`src/rtl/pc_sequencer_if.sv`:
```
// Control-flow bundle between the CPU control FSM and the PC sequencer.
// The master drives the step and instruction-class inputs; the slave returns the PC and status.
interface pc_sequencer_if #(
  parameter int PC_W  = 16,
  parameter int DEPTH = 4
);
  logic                     step;
  logic                     branch;
  logic                     jump;
  logic                     call;
  logic                     ret;
  logic                     halt;
  logic [PC_W-1:0]          target;
  logic [PC_W-1:0]          pc;
  logic                     taken;
  logic [$clog2(DEPTH):0]   sp;
  logic                     halted;
  logic                     fault;

  modport master (
    output step, branch, jump, call, ret, halt, target,
    input  pc, taken, sp, halted, fault
  );

  modport slave (
    input  step, branch, jump, call, ret, halt, target,
    output pc, taken, sp, halted, fault
  );
endinterface

```
`src/rtl/pc_sequencer.sv`:
```
// PC sequencer: sequential/branch/call/return update per step, with a return-address stack.
// One-cycle registered latency; HALT and FAULT are sticky until synchronous reset.
module pc_sequencer #(
  parameter int PC_W  = 16,
  parameter int DEPTH = 4
) (
  input logic          clk,
  input logic          rst_n,
  pc_sequencer_if.slave bus
);
  localparam int AW   = $clog2(DEPTH);
  localparam int SP_W = AW + 1;

  typedef enum logic [1:0] {S_RUN, S_HALT, S_FAULT} state_t;

  state_t          state, state_nxt;
  logic [PC_W-1:0] pc_q, pc_nxt, pc_inc;
  logic [SP_W-1:0] sp_q, sp_nxt;
  logic            taken_q, taken_nxt;
  logic            push;
  logic [AW-1:0]   push_idx, pop_idx;
  logic            stack_full, stack_empty;
  logic [PC_W-1:0] stack [DEPTH];

  assign pc_inc      = pc_q + PC_W'(1);
  assign push_idx    = sp_q[AW-1:0];
  assign pop_idx     = AW'(sp_q - SP_W'(1));
  assign stack_full  = (sp_q == SP_W'(DEPTH));
  assign stack_empty = (sp_q == '0);

  always_ff @(posedge clk) begin
    if (!rst_n) begin
      state   <= S_RUN;
      pc_q    <= '0;
      sp_q    <= '0;
      taken_q <= 1'b0;
    end else begin
      state   <= state_nxt;
      pc_q    <= pc_nxt;
      sp_q    <= sp_nxt;
      taken_q <= taken_nxt;
    end
  end

  // Stack entries need no reset: sp bounds every read to previously written slots.
  always_ff @(posedge clk) begin
    if (rst_n && push) begin
      stack[push_idx] <= pc_inc;
    end
  end

  always_comb begin
    state_nxt = state;
    pc_nxt    = pc_q;
    sp_nxt    = sp_q;
    taken_nxt = 1'b0;
    push      = 1'b0;
    if (state == S_RUN && bus.step) begin
      if (bus.halt) begin
        state_nxt = S_HALT;
      end else if (bus.ret) begin
        if (stack_empty) begin
          state_nxt = S_FAULT;
        end else begin
          pc_nxt    = stack[pop_idx];
          sp_nxt    = sp_q - SP_W'(1);
          taken_nxt = 1'b1;
        end
      end else if (bus.call) begin
        if (stack_full) begin
          state_nxt = S_FAULT;
        end else begin
          push      = 1'b1;
          pc_nxt    = bus.target;
          sp_nxt    = sp_q + SP_W'(1);
          taken_nxt = 1'b1;
        end
      end else if (bus.branch && bus.jump) begin
        pc_nxt    = bus.target;
        taken_nxt = 1'b1;
      end else begin
        pc_nxt = pc_inc;
      end
    end
  end

  assign bus.pc     = pc_q;
  assign bus.taken  = taken_q;
  assign bus.sp     = sp_q;
  assign bus.halted = (state == S_HALT);
  assign bus.fault  = (state == S_FAULT);
endmodule

```
`src/flat_wrapper.sv`:
```
// flat-port wrapper written by rule: the top's interface ports become plain ports
module pc_sequencer_flat 
#(
  parameter int PC_W  = 16,
  parameter int DEPTH = 4
)
  (clk, rst_n, bus_step, bus_branch, bus_jump, bus_call, bus_ret, bus_halt, bus_target, bus_pc, bus_taken, bus_sp, bus_halted, bus_fault);
  pc_sequencer_if #(.PC_W(PC_W), .DEPTH(DEPTH)) bus_i ();
  input logic clk;
  input logic rst_n;
  input wire logic [$bits(bus_i.step)-1:0] bus_step;
  input wire logic [$bits(bus_i.branch)-1:0] bus_branch;
  input wire logic [$bits(bus_i.jump)-1:0] bus_jump;
  input wire logic [$bits(bus_i.call)-1:0] bus_call;
  input wire logic [$bits(bus_i.ret)-1:0] bus_ret;
  input wire logic [$bits(bus_i.halt)-1:0] bus_halt;
  input wire logic [$bits(bus_i.target)-1:0] bus_target;
  output wire logic [$bits(bus_i.pc)-1:0] bus_pc;
  output wire logic [$bits(bus_i.taken)-1:0] bus_taken;
  output wire logic [$bits(bus_i.sp)-1:0] bus_sp;
  output wire logic [$bits(bus_i.halted)-1:0] bus_halted;
  output wire logic [$bits(bus_i.fault)-1:0] bus_fault;
  assign bus_i.step = bus_step;
  assign bus_i.branch = bus_branch;
  assign bus_i.jump = bus_jump;
  assign bus_i.call = bus_call;
  assign bus_i.ret = bus_ret;
  assign bus_i.halt = bus_halt;
  assign bus_i.target = bus_target;
  assign bus_pc = bus_i.pc;
  assign bus_taken = bus_i.taken;
  assign bus_sp = bus_i.sp;
  assign bus_halted = bus_i.halted;
  assign bus_fault = bus_i.fault;
  pc_sequencer #(.PC_W(PC_W), .DEPTH(DEPTH)) u_core (.clk(clk), .rst_n(rst_n), .bus(bus_i));
endmodule
```
`config.mk`:
```
export PLATFORM = sky130hd
export DESIGN_NAME = pc_sequencer_flat
export DESIGN_NICKNAME = d
export VERILOG_FILES = /design/src/rtl/pc_sequencer_if.sv /design/src/rtl/pc_sequencer.sv /design/src/flat_wrapper.sv
export SDC_FILE = /design/constraint.sdc
export NUM_CORES = 1
export LEC_CHECK = 0
export CAP_MARGIN = 15
export CORE_MARGIN = 2
export CORE_UTILIZATION = 40
export DETAILED_ROUTE_END_ITERATION = 12
export RECOVER_POWER = 50
export SETUP_SLACK_MARGIN = 0.4
export SYNTH_ARGS = -nofsm -noshare
export SYNTH_HDL_FRONTEND = slang
export SYNTH_SLANG_ARGS = --single-unit
```
`constraint.sdc`:
```
create_clock -name clk -period 2.3 [get_ports clk]
set_input_delay 0.345 -clock clk [delete_from_list [all_inputs] [get_ports clk]]
set_output_delay 0.345 -clock clk [all_outputs]
set_load 0.005 [all_outputs]
```
==> results of run 1 <==
-- stage by stage --
| step | instance area (sq um) | total power [mW] | hold slack (ns) |
|---|---|---|---|
| 2_1_floorplan | 3960 | 1.95 | 0.496 |
| 3_3_place_gp | 4700 | 2.14 | 0.514 |
| 3_5_place_dp | 4700 | 2.14 | 0.523 |
| 4_1_cts | 4960 | 3.08 | 0.524 |
| 5_1_grt | 5050 | 3.19 | 0.564 |
| 6_report | 5050 | 3.09 | 0.537 |
-- cell families after synthesis --
group                      share of synthesized area
DFF                                            0.601
and+or+nand+nor                                0.109
AOI/OAI and AO/OA                              0.115
muxes                                         0.0999
buffers and inverters                         0.0229
xor gates and xnor gates                      0.0334
adders and majority gates                     0.0191
-- cells in the mapped netlist, types with 2 or more instances --
master / count
dfxtp_1: 22
o21ai_0: 16
nand4_2: 2
nand3b_1: 3
nand4_1: 2
nor2b_1: 3
and2_1: 4
a221oi_1: 3
nand2_1: 19
clkbuf_1: 7
xor2_1: 5
a311oi_1: 4
mux2_2: 2
xnor2_1: 10
edfxtp_1: 64
nor3b_1: 2
nand3_1: 5
nor2_1: 24
a31oi_1: 5
mux2i_1: 10
inv_1: 8
nor4_2: 2
ha_1: 6
nor3_1: 7
a21oi_1: 19
a22oi_1: 2
buf_2: 6
or4_1: 2
a211oi_1: 4
mux4_2: 12
-- where the power goes --
part,switching (mW),total [mW],internal (mW)
Clock,0.517,0.962,0.445
Combinational,0.202,0.397,0.195
Sequential,0.0350,1.73,1.69
Total,0.754,3.09,2.33
-- cell type report --
class | instances | area share
inverters | 8 | 0.00595
clock buffers | 12 | 0.0307
multi-input cells | 197 | 0.322
clock inverters | 4 | 0.00421
flip-flops and latches | 86 | 0.468
well taps | 133 | 0.0330
repair buffers | 73 | 0.136
-- worst max path at each step --
stage / start / to / slack [ns] / depth (start not counted)
floorplan: u_core.bus.sp[0] / u_core.stack[1][0] / 0.40 / 7
global placement: bus_step / u_core.bus.pc[13] / 0.05 / 7
detailed placement: bus_step / u_core.bus.pc[13] / 0.13 / 7
CTS: u_core.bus.sp[0] / bus_sp[0] / 0.35 / 2
global route: u_core.bus.pc[0] / u_core.bus.pc[15] / 0.21 / 6
finish: bus_ret / u_core.stack[1][12] / 0.29 / 5
-- worst reg2reg max path: cells and delay by family (launching register included) --
kind | cells | cell delay, ns
and+or+nand+nor | 2 | 0.55
DFF | 1 | 0.40
buffers and inverters | 2 | 0.29
adders and majority gates | 1 | 0.28
xor gates and xnor gates | 1 | 0.18
-- registers in the layout (all words and copies together), names as in the netlist --
name and cells:
u_core.bus.pc 16, u_core.bus.sp 3, u_core.bus.taken 1, u_core.stack 64, u_core.state 2
-- per-layer routing --
layer / up-vias / wire (microns) / track usage
met5: - / 0 / 0
met4: 0 / 163 / 0.0759
li1: 1308 / - / -
met2: 113 / 4770 / 0.304
met3: 13 / 747 / 0.0508
met1: 1388 / 4710 / 0.286
-- placed cells by master (no fill, tap or decap), drive strengths merged, types with 5 or more instances in the layout --
| master | synthesis | routed |
|---|---|---|
| nor3 | 7 | 7 |
| nand3 | 6 | 6 |
| nor2 | 24 | 24 |
| xor2 | 5 | 5 |
| clkbuf | 7 | 18 |
| ha | 6 | 6 |
| o21ai | 17 | 17 |
| nand2 | 19 | 19 |
| mux4 | 12 | 12 |
| dlygate4sd3 | 0 | 11 |
| buf | 7 | 22 |
| edfxtp | 64 | 64 |
| mux2i | 10 | 10 |
| a21oi | 20 | 20 |
| dfxtp | 22 | 22 |
| inv | 8 | 8 |
| clkdlybuf4s50 | 0 | 34 |
| and2 | 4 | 7 |
| a31oi | 5 | 5 |
| a211oi | 5 | 5 |
| xnor2 | 10 | 10 |
-- what timing repair did --
action,in CTS,in global routing
pin swaps,5,4
buffers inserted,2,2
endpoints found under the setup margin,89,92
cloned,0,3
resized for setup,9,28
==> out/metrics.yaml, run 1 <==
hold_depth: 2
die_width_microns: 103
core_area_sq_um: 9640
yosys.area.top_type: "edfxtp_1"
stdcell_count: 513
drive_gt1_frac: 0.218
grt_max_degree: 26
clock_sinks: 86
path_clk_slew_ns: 0.09
ys.flop_type: "edfxtp_1"
max_stage_delay_ns: 0.60
worst_ep_required_time_ns: 2.33
grt_usage: 0.203
gp_congestion: 0.766
ys_warn_count: 0
seqCellArea_sq_um: 2360
rsz0062_at_grt: "true"
crit_path_start_kind: "primary input"
via_per_inst: 5.50
initial_core_util: 0.408
drv_cap: 0
syn_to_final_growth_pct: 28.4
r2r-start: "u_core.bus.pc[1]"
fin_nets: 405
grt_pass1_wl_microns: 15400
numCtsBuffers: 9
cts_buffer_depth: 2
diodes: 0
wire_per_inst_microns: 20.3
placed_cells: 490
drc: 0
final-setup-viol-count: 0
cts_tree: "built"
arrival_ns: 2.04
cp_top_family: "simple AND/OR/NAND/NOR gates"
syn_avg_cell_area_sq_um: 13.0
hold_viol: 0
synthCells: 302
grt_pass1_vias: 2737
crit_path_cell_trace: "dlygate4sd3_1 -> nand2b_1 -> nor3b_4 -> and3_4 -> and2_2"
rows: 36
synth_top_cell_area_share: 0.489
postLayoutCoreUtil: 0.524
multi_input_area_sq_um: 1630
drtIter0Drc: 190
relSlewSlack: 0.710
syn_nets: 332
cp_max_fo: 8
dieArea_sq_um: 10600
rr_worst_depth: 6
finalWorstSetupSlack_ns: 0.295
port_buffers: 45
min_period_ns: 2.01
grt_remaining_overflow: 0
min_to: "u_core.bus.pc[1]"
async_flop_share: 0
ctsHoldBuffers: 0
holdCritStartpoint: "u_core.bus.pc[1]"
setup_tns_ns: 0
slowest_stage: "dlygate4sd3_1"
crit_buf_inv: 1
max_freq_mhz: 499
synth_area_sq_um: 3930
detail-route-antenna-nets: 0
hp-class: "reg2reg"
ys_types: 52
rr_endpoint: "u_core.stack[0][12]"
power_density_nw_per_um2: 611
crit_type: "in2reg"
vdd_drop_max_uv: 308
drt_pass1_iterations: 4
worstMarginPinSlew_ns: 0.432
ys_seq_elements: 86
fillers: 892
vias: 2822
yosysSeqAreaShare: 0.601
slew_violations: 0
synth-edff-count: 64
period_share: 0.872
io_pins: 46
power.leakage_nw: 1.76
totalWireLength_microns: 10400
rrSetupSlack_ns: 0.34
clock_skew_ns: 0.0156
cts_max_level: 3
hpwl_microns: 6810
clk_latency_ns: 0.35
die_h_microns: 103
antenna_found_initial: 0
synth.area.top_cells: "edfxtp_1 (49%), dfxtp_1 (11%), mux4_2 (6.9%)"
status: "finished clean"
ctsRootBufferMaster: "clkbuf_8"
crit_path_end_kind: "register"
dp_slack_ns: 0.129
No activity file was read; power rests on OpenSTA's default activity.
==> inputs of run 2 (changes only) <==
- REMOVE_ABC_BUFFERS: default -> 1
==> run 2 against run 1 <==
Register-to-register slack got worse by 0.06 ns. Worst setup slack got worse by 0.013 ns. Total power increased by 3.4%. Flip-flop and latch count unchanged. Combinational power decreased by 1%. Utilization increased by 0.36 points. Global-route usage decreased by 0.57 points. Final area increased by 0.69%. Non-clock buffer count increased by 7. Routed wire length decreased by 3.9%. Clock skew decreased by 0.0080 ns. Critical path type is now reg2reg. Critical endpoint is now u_core.bus.pc[6]. Largest power group unchanged.
==> out/metrics.yaml, run 2 (synthesis results as in run 1) <==
fin_area_sq_um: 5080
numCtsBuffers: 9
slowest_stage: "dfxtp_1"
period_share: 0.878
met2WireLength_microns: 4960
crit_path_cell_trace: "ha_1 -> nand4_1 -> clkbuf_1 -> or2_0 -> xnor2_1 -> o21ai_0 -> a21oi_1"
syn_to_final_growth_pct: 29.3
power.leakage_nw: 1.76
cp_top_family: "flip-flops"
detail-route-antenna-nets: 0
die_width_microns: 103
hold_viol: 0
final_cell_mix: "edfxtp_1 (64), clkdlybuf4s50_1 (32), nor2_1 (24)"
grt_max_degree: 19
rows: 36
grt_remaining_overflow: 0
drv_cap: 0
r2r-start: "u_core.bus.pc[1]"
dieArea_sq_um: 10600
status: "finished clean"
whs_ns: 0.499
slew_violations: 0
cts_max_level: 3
rr_endpoint: "u_core.bus.pc[6]"
diodes: 0
finalWorstSetupSlack_ns: 0.282
worst_ep_required_time_ns: 2.59
arrival_ns: 2.31
fillers: 864
io_pins: 46
clock_skew_ns: 0.00759
crit_path_start_kind: "register"
top_layer: "met4"
holdCritStartpoint: "bus_halt"
ctsRootBufferMaster: "clkbuf_8"
max_stage_delay_ns: 0.42
hold_depth: 3
drc: 0
final-setup-viol-count: 0
crit_type: "reg2reg"
hp-class: "in2reg"
max_freq_mhz: 495
drtIter0Drc: 133
ctsHoldBuffers: 0
cp_max_fo: 5
die_h_microns: 103
antenna_found_initial: 0
relSlewSlack: 0.469
rr_worst_depth: 7
cts_buffer_depth: 2
vias: 2797
worstMarginPinSlew_ns: 0.796
vdd_drop_max_uv: 307
fin_nets: 409
wire_per_inst_microns: 19.3
dp_slack_ns: 0.134
initial_core_util: 0.408
drt_pass1_iterations: 4
clock_sinks: 86
path_clk_slew_ns: 0.09
min_period_ns: 2.02
port_buffers: 45
min_to: "u_core.state[0]"
power_density_nw_per_um2: 628
gp_congestion: 0.866
drive_gt1_frac: 0.219
rrSetupSlack_ns: 0.28
top_register: "u_core.stack"
crit_buf_inv: 1
crit_path_end_kind: "register"
cts_tree: "built"
rsz0062_at_grt: "true"
grt_pass1_wl_microns: 15100
clk_latency_ns: 0.36
layout_commonest_cell: "edfxtp_1"
wl_met3_microns: 367
grt_pass1_vias: 2752
largest_register_ffs: 64
routedLengthMet1_microns: 4460
grt_usage: 0.197
hpwl_microns: 6900
core_area_sq_um: 9640
via_per_inst: 5.41
placed_area_sq_um: 4770
seqCellArea_sq_um: 2360
multi_input_area_sq_um: 1580
postLayoutCoreUtil: 0.528
totalWireLength_microns: 9980
-- run 2: cell count changes in the layout (fill, tap and decap cells not counted), sizes merged --
| cell | previous run | this run |
|---|---|---|
| inv | 8 | 10 |
| clkdlybuf4s50 | 34 | 32 |
| buf | 22 | 27 |
| dlymetal6s2s | 0 | 1 |
| clkbuf | 18 | 17 |
| dlygate4sd3 | 11 | 12 |
| and2 | 7 | 4 |
| bufinv | 0 | 1 |
-- run 2: worst max-delay path by stage --
stage / endpoint / slack [ns] / depth (start not counted) / startpoint
after floorplan: u_core.bus.pc[8] / -0.45 / 6 / u_core.bus.sp[0]
after CTS: u_core.stack[3][12] / 0.39 / 7 / u_core.bus.sp[0]
after global routing: u_core.bus.pc[6] / 0.19 / 7 / u_core.bus.pc[1]
after global placement: u_core.bus.pc[8] / 0.12 / 7 / bus_ret
after detailed placement: u_core.bus.pc[13] / 0.13 / 7 / bus_halt
final: u_core.bus.pc[6] / 0.28 / 7 / u_core.bus.pc[1]
-- run 2: report_power, final --
group | internal, mW | leakage (nW) | total [mW] | switching, mW
sequential | 1.69 | 0.761 | 1.73 | 0.0345
clock | 0.506 | 0.0976 | 1.07 | 0.566
combinational | 0.198 | 0.905 | 0.393 | 0.195
total | 2.40 | 1.76 | 3.19 | 0.796
-- run 2: stage by stage --
stage,TNS [ns],cells,power [mW]
after global placement,0,498,2.13
after global routing,0,517,3.32
after detailed placement,0,498,2.14
final,0,517,3.19
after floorplan,-31.13,288,1.93
after CTS,0,515,3.20
-- run 2: area by class of cell --
class / instances / share of cell area
clock buffer: 9 / 0.0244
timing repair buffer: 80 / 0.147
multi-input combinational: 194 / 0.311
sequential: 86 / 0.465
tap: 133 / 0.0327
clock inverter: 7 / 0.0143
inverter: 8 / 0.00591
-- run 2: repair_timing --
action,in CTS,in global routing
pin swaps,0,4
setup endpoints to repair,78,85
gates cloned,0,1
buffers inserted,1,1
gates resized for setup,9,29
-- run 2: worst min-delay path: cells and delay by family --
family / cells / cell delay (ns)
AO/OA/AOI/OAI: 1 / 0.15
AND/OR/NAND/NOR: 1 / 0.08
buffers and inverters: 1 / 0.25
-- run 2: metal layers --
| metal | vias to the layer above | track usage |
|---|---|---|
| li1 | 1314 | - |
| met1 | 1393 | 0.266 |
| met2 | 72 | 0.316 |
| met3 | 18 | 0.0319 |
| met4 | 0 | 0.0860 |
| met5 | - | 0 |
==> inputs of run 3 (changes only) <==
- GPL_TIMING_DRIVEN: default -> 1
==> results of run 3 <==
No change in the layout: final DEF, timing and power equal those of run 2.
==> edit 1, RTL diff (settings of run 3) <==
`PC_W` is set to 16 in 3 places; all go to 12.
--- a/src/rtl/pc_sequencer_if.sv
+++ b/src/rtl/pc_sequencer_if.sv
@@ -2,5 +2,5 @@
 // The master drives the step and instruction-class inputs; the slave returns the PC and status.
 interface pc_sequencer_if #(
-  parameter int PC_W  = 16,
+  parameter int PC_W  = 12,
   parameter int DEPTH = 4
 );
--- a/src/rtl/pc_sequencer.sv
+++ b/src/rtl/pc_sequencer.sv
@@ -2,5 +2,5 @@
 // One-cycle registered latency; HALT and FAULT are sticky until synchronous reset.
 module pc_sequencer #(
-  parameter int PC_W  = 16,
+  parameter int PC_W  = 12,
   parameter int DEPTH = 4
 ) (
--- a/src/flat_wrapper.sv
+++ b/src/flat_wrapper.sv
@@ -2,5 +2,5 @@
 module pc_sequencer_flat 
 #(
-  parameter int PC_W  = 16,
+  parameter int PC_W  = 12,
   parameter int DEPTH = 4
 )
Ports: changed (resized bus_pc and bus_target); port bits go from 46 to 38. The function was not compared with the original's and may differ.
==> edit 1 against run 3 <==
- worst setup slack improved by 0.013 ns
- routed wire length down 21%
- power fell by 13%
- sequential cell count fell by 20
- design area decreased by 19%
- critical path type unchanged
- fmax increased by 0.67%
- synthesized area decreased by 21%
==> edit 1: results (changes against run 3) <==
metric;value;unit;change
status;finished, final reports clean;;
Setup Skew;0.01088;ns;+0.003281 ns
Post-CTS Setup Bufs;9;;+8
non-clk buf share;16.68;%;+2.0 points
post-CTS sizing;15;;+6
clk_lat worst skew;0.34;ns;-0.02 ns
wire length on met2;3753;um;-24%
first-pass GRT wire length;12410;um;-18%
internal power;2.154;mW;-10%
layout cells sized above 1;23.15;%;+1.3 points
R2R depth;5;;-2
Post-Route WL;7876;um;-21%
met2 usage;30.41;%;-1.2 points
synthesized area per cell;13.23;um^2;+1.6%
leakage power;1.493;nW;-15%
1st-iter DRT viols;135;;+1.5%
Plain + repair buffers;69;;-14%
CP max FO;6;;+1
Post-synth EDFFs;48;;-25%
worst path arrival time;2.27;ns;-0.04 ns
Synth Register Bits;66;;-23%
Synth top cells by count;48 x edfxtp_1, 20 x nand2_1, 20 x nor2_1;;
inverters;7;;-1
clock buffers;12;;+3
WL met3;537;um;+46%
CTS clock-pin slew for the worst setup and hold paths;0.07;ns;-0.02 ns
met3 usage;5.696;%;+2.5 points
HPWL after DPL;5218;um;-24%
Largest delay share family, worst path;simple AND/OR/NAND/NOR gates;;
GRT Overall Usage;19.82;%;+0.11 points
comb_multi_in;153;;-21%
met1 Use GR;26.21;%;-0.43 points
number of fillers in the final layout;647;;-25%
met1 WL;3455;um;-22%
Layout clock area frac;5.530;%;+1.7 points
Multi-input gate area;1262;um^2;-20%
gpl congestion;0.7961;;-8.0%
## edit 1: changes by cell type after synthesis, sizes merged, moves of 4 or more
cell,delta
edfxtp,-16
o21ai,-5
clkbuf,-4
mux2i,-8
dfxtp,-4
a311o,+4
nor3,-4
nor2,-4
a21oi,-17
## edit 1: cell families after synthesis
logic type / count (synthesis) / synth area share (%)
flip-flops: 66 / 57.72
adder cells (fa/ha/maj): 6 / 2.405
XOR/XNOR: 11 / 3.086
buffers and inverters: 17 / 2.445
AO/OA/AOI/OAI: 51 / 13.03
AND/OR/NAND/NOR: 70 / 11.66
multiplexers: 15 / 9.659
## edit 1: metrics by stage
step | cell area, um^2 | util [%] | setup WS, ns | hold WS (ns)
global route | 4140 | 54.14 | 0.2040 | 0.4310
finish | 4140 | 54.14 | 0.2950 | 0.3922
floorplan | 3072 | - | -0.4749 | 0.4625
detailed placement | 3785 | 49.49 | -0.04514 | 0.5140
global placement | 3785 | 49.49 | -0.03425 | 0.5100
CTS | 4121 | 53.89 | 0.3895 | 0.3915
## edit 1: power groups by stage
stage	logic [mW]	registers (mW)	clock network [mW]
global placement	0.333	1.35	0
CTS	0.361	1.33	1.12
detailed placement	0.333	1.35	0
global route	0.387	1.33	1.17
floorplan	0.161	1.36	0
finish	0.358	1.33	1.11
## edit 1: tightest hold or removal path, delay by kind of cell
kind | cells | cell delay, ns
buf+inv | 1 | 0.21
compound gates | 1 | 0.08
simple gates | 1 | 0.07
## edit 1: path summary, 6_finish.rpt
check | startpoint | to | slack [ns]
max | u_core.bus.pc[0] | u_core.bus.pc[10] | 0.30
min | bus_halt | u_core.state[0] | 0.39
max reg2reg | u_core.bus.pc[0] | u_core.bus.pc[10] | 0.30
min reg2reg | u_core.state[0] | u_core.state[0] | 0.49
==> edit 2, RTL diff (settings of run 3) <==
Made on the original files. Re-encode `state_t` (3 states) as one-hot, 3 bits wide.
--- a/src/rtl/pc_sequencer.sv
+++ b/src/rtl/pc_sequencer.sv
@@ -12,5 +12,5 @@
   localparam int SP_W = AW + 1;
 
-  typedef enum logic [1:0] {S_RUN, S_HALT, S_FAULT} state_t;
+  typedef enum logic [2:0] {S_RUN = 3'b001, S_HALT = 3'b010, S_FAULT = 3'b100} state_t;
 
   state_t          state, state_nxt;
Function: no difference found for any inputs over 10 cycles, from zero or initial values and one cycle with rst_n low; not proved beyond that.
==> edit 2 against run 3 <==
- design area grew 2.8%
- worst setup slack improved by 0.017 ns
- synthesized area up 1.8%
- non-clock buffer count rose by 7
- die area is 1.7% higher
- clock skew increased by 0.0090 ns
- routed wire length up 4.2%
- final cell count up 3.9%
- largest power group unchanged
- sequential cell count up 1
- power up 3.2%
==> edit 2: results (changes against run 3) <==
metric;value;unit;change
ranking of synthesized cells by area;edfxtp_1 48%, dfxtp_1 12%, mux4_2 9.0%, nor2_1 3.2%, nand2_1 2.7%;;
wire length on met2;5014;um;+1.2%
status;finished, final reports clean;;
Min-Delay Endpoint;u_core.state[0];;
launch point of the worst path;bus_ret;;
hold_sp;u_core.state[0];;
HPWL after DPL;7023;um;+1.8%
Post-CTS Setup Bufs;5;;+4
clk buf depth;2;;unchanged
met1 Use GR;26.30;%;-0.35 points
vias in the first global route;2905;;+5.6%
register area share after synthesis;59.50;%;-0.57 points
Clk. pwr;1.14;mW;+7%
1st-iter DRT viols;182;;+37%
first-pass GRT wire length;16220;um;+7.5%
Multi-input gate area;1562;um^2;-1.1%
vias after detailed routing;2931;;+4.8%
Worst R2R Start;u_core.bus.pc[4];;
Setup Skew;0.01662;ns;+0.009021 ns
GRT Overall Usage;19.95;%;+0.23 points
R2R Path End;u_core.stack[1][15];;
DP Area;4835;um^2;+1.4%
R2R depth;4;;-3
drt wl/cell;19.38;um;+0.36%
slowest CP cell;dlygate4sd3_1;;
number of fillers in the final layout;877;;+1.5%
layout cells sized above 1;21.53;%;-0.34 points
leakage power;1.805;nW;+2.4%
CP max FO;6;;+1
number of nets in the layout;429;;+4.9%
WL met3;660;um;+80%
Crit path largest cell delay;0.61;ns;+0.19 ns
met3 usage;4.574;%;+1.4 points
gpl congestion;0.7757;;-10%
Worst-Margin Slew;0.4510;ns;-0.3448 ns
Distinct cells, synth;46;;-12%
largest net degree at the start of global routing;21;;+2
post-CTS sizing;23;;+14
Synth top cells by count;64 x edfxtp_1, 34 x nor2_1, 29 x nand2_1;;
Net Sw Power;0.7736;mW;-2.8%
CTS clock-pin slew for the worst setup and hold paths;0.09;ns;about the same
Worst Setup EP;u_core.stack[2][5];;
r2r setup slk;0.32;ns;+0.04 ns
worst hold stages;2;;-1
met1 WL;4540;um;+1.8%
-- edit 2: cell families after synthesis --
logic type	synth area share, %
buffers and inverters	3.187
AO/OA/AOI/OAI	9.344
XOR/XNOR	3.281
AND/OR/NAND/NOR	13.06
multiplexers	9.750
flip-flops	59.50
adder cells (fa/ha/maj)	1.875
-- edit 2: through the flow --
step                      instances  hold WS (ns)  worst slack, ns  TNS (ns)
after global placement          509        0.4767           0.1039         0
after global routing            537        0.5142           0.1947         0
after CTS                       532        0.4960           0.3351         0
final                           537        0.4940           0.2984         0
after detailed placement        509        0.4788          0.09233         0
after floorplan                 301        0.4069          -0.8703    -66.09
-- edit 2: tightest hold or removal path, delay by kind of cell (launching register included) --
| kind | cells | cell delay [ns] |
|---|---|---|
| flops | 1 | 0.35 |
| simple gates | 2 | 0.11 |
-- edit 2: layout make-up --
class	instances	share of cell area, %
inverter	12	0.8619
timing repair buffer	87	16.38
clock inverter	6	1.628
sequential	87	45.63
tap	133	3.184
clock buffer	10	2.442
multi-input combinational	202	29.88
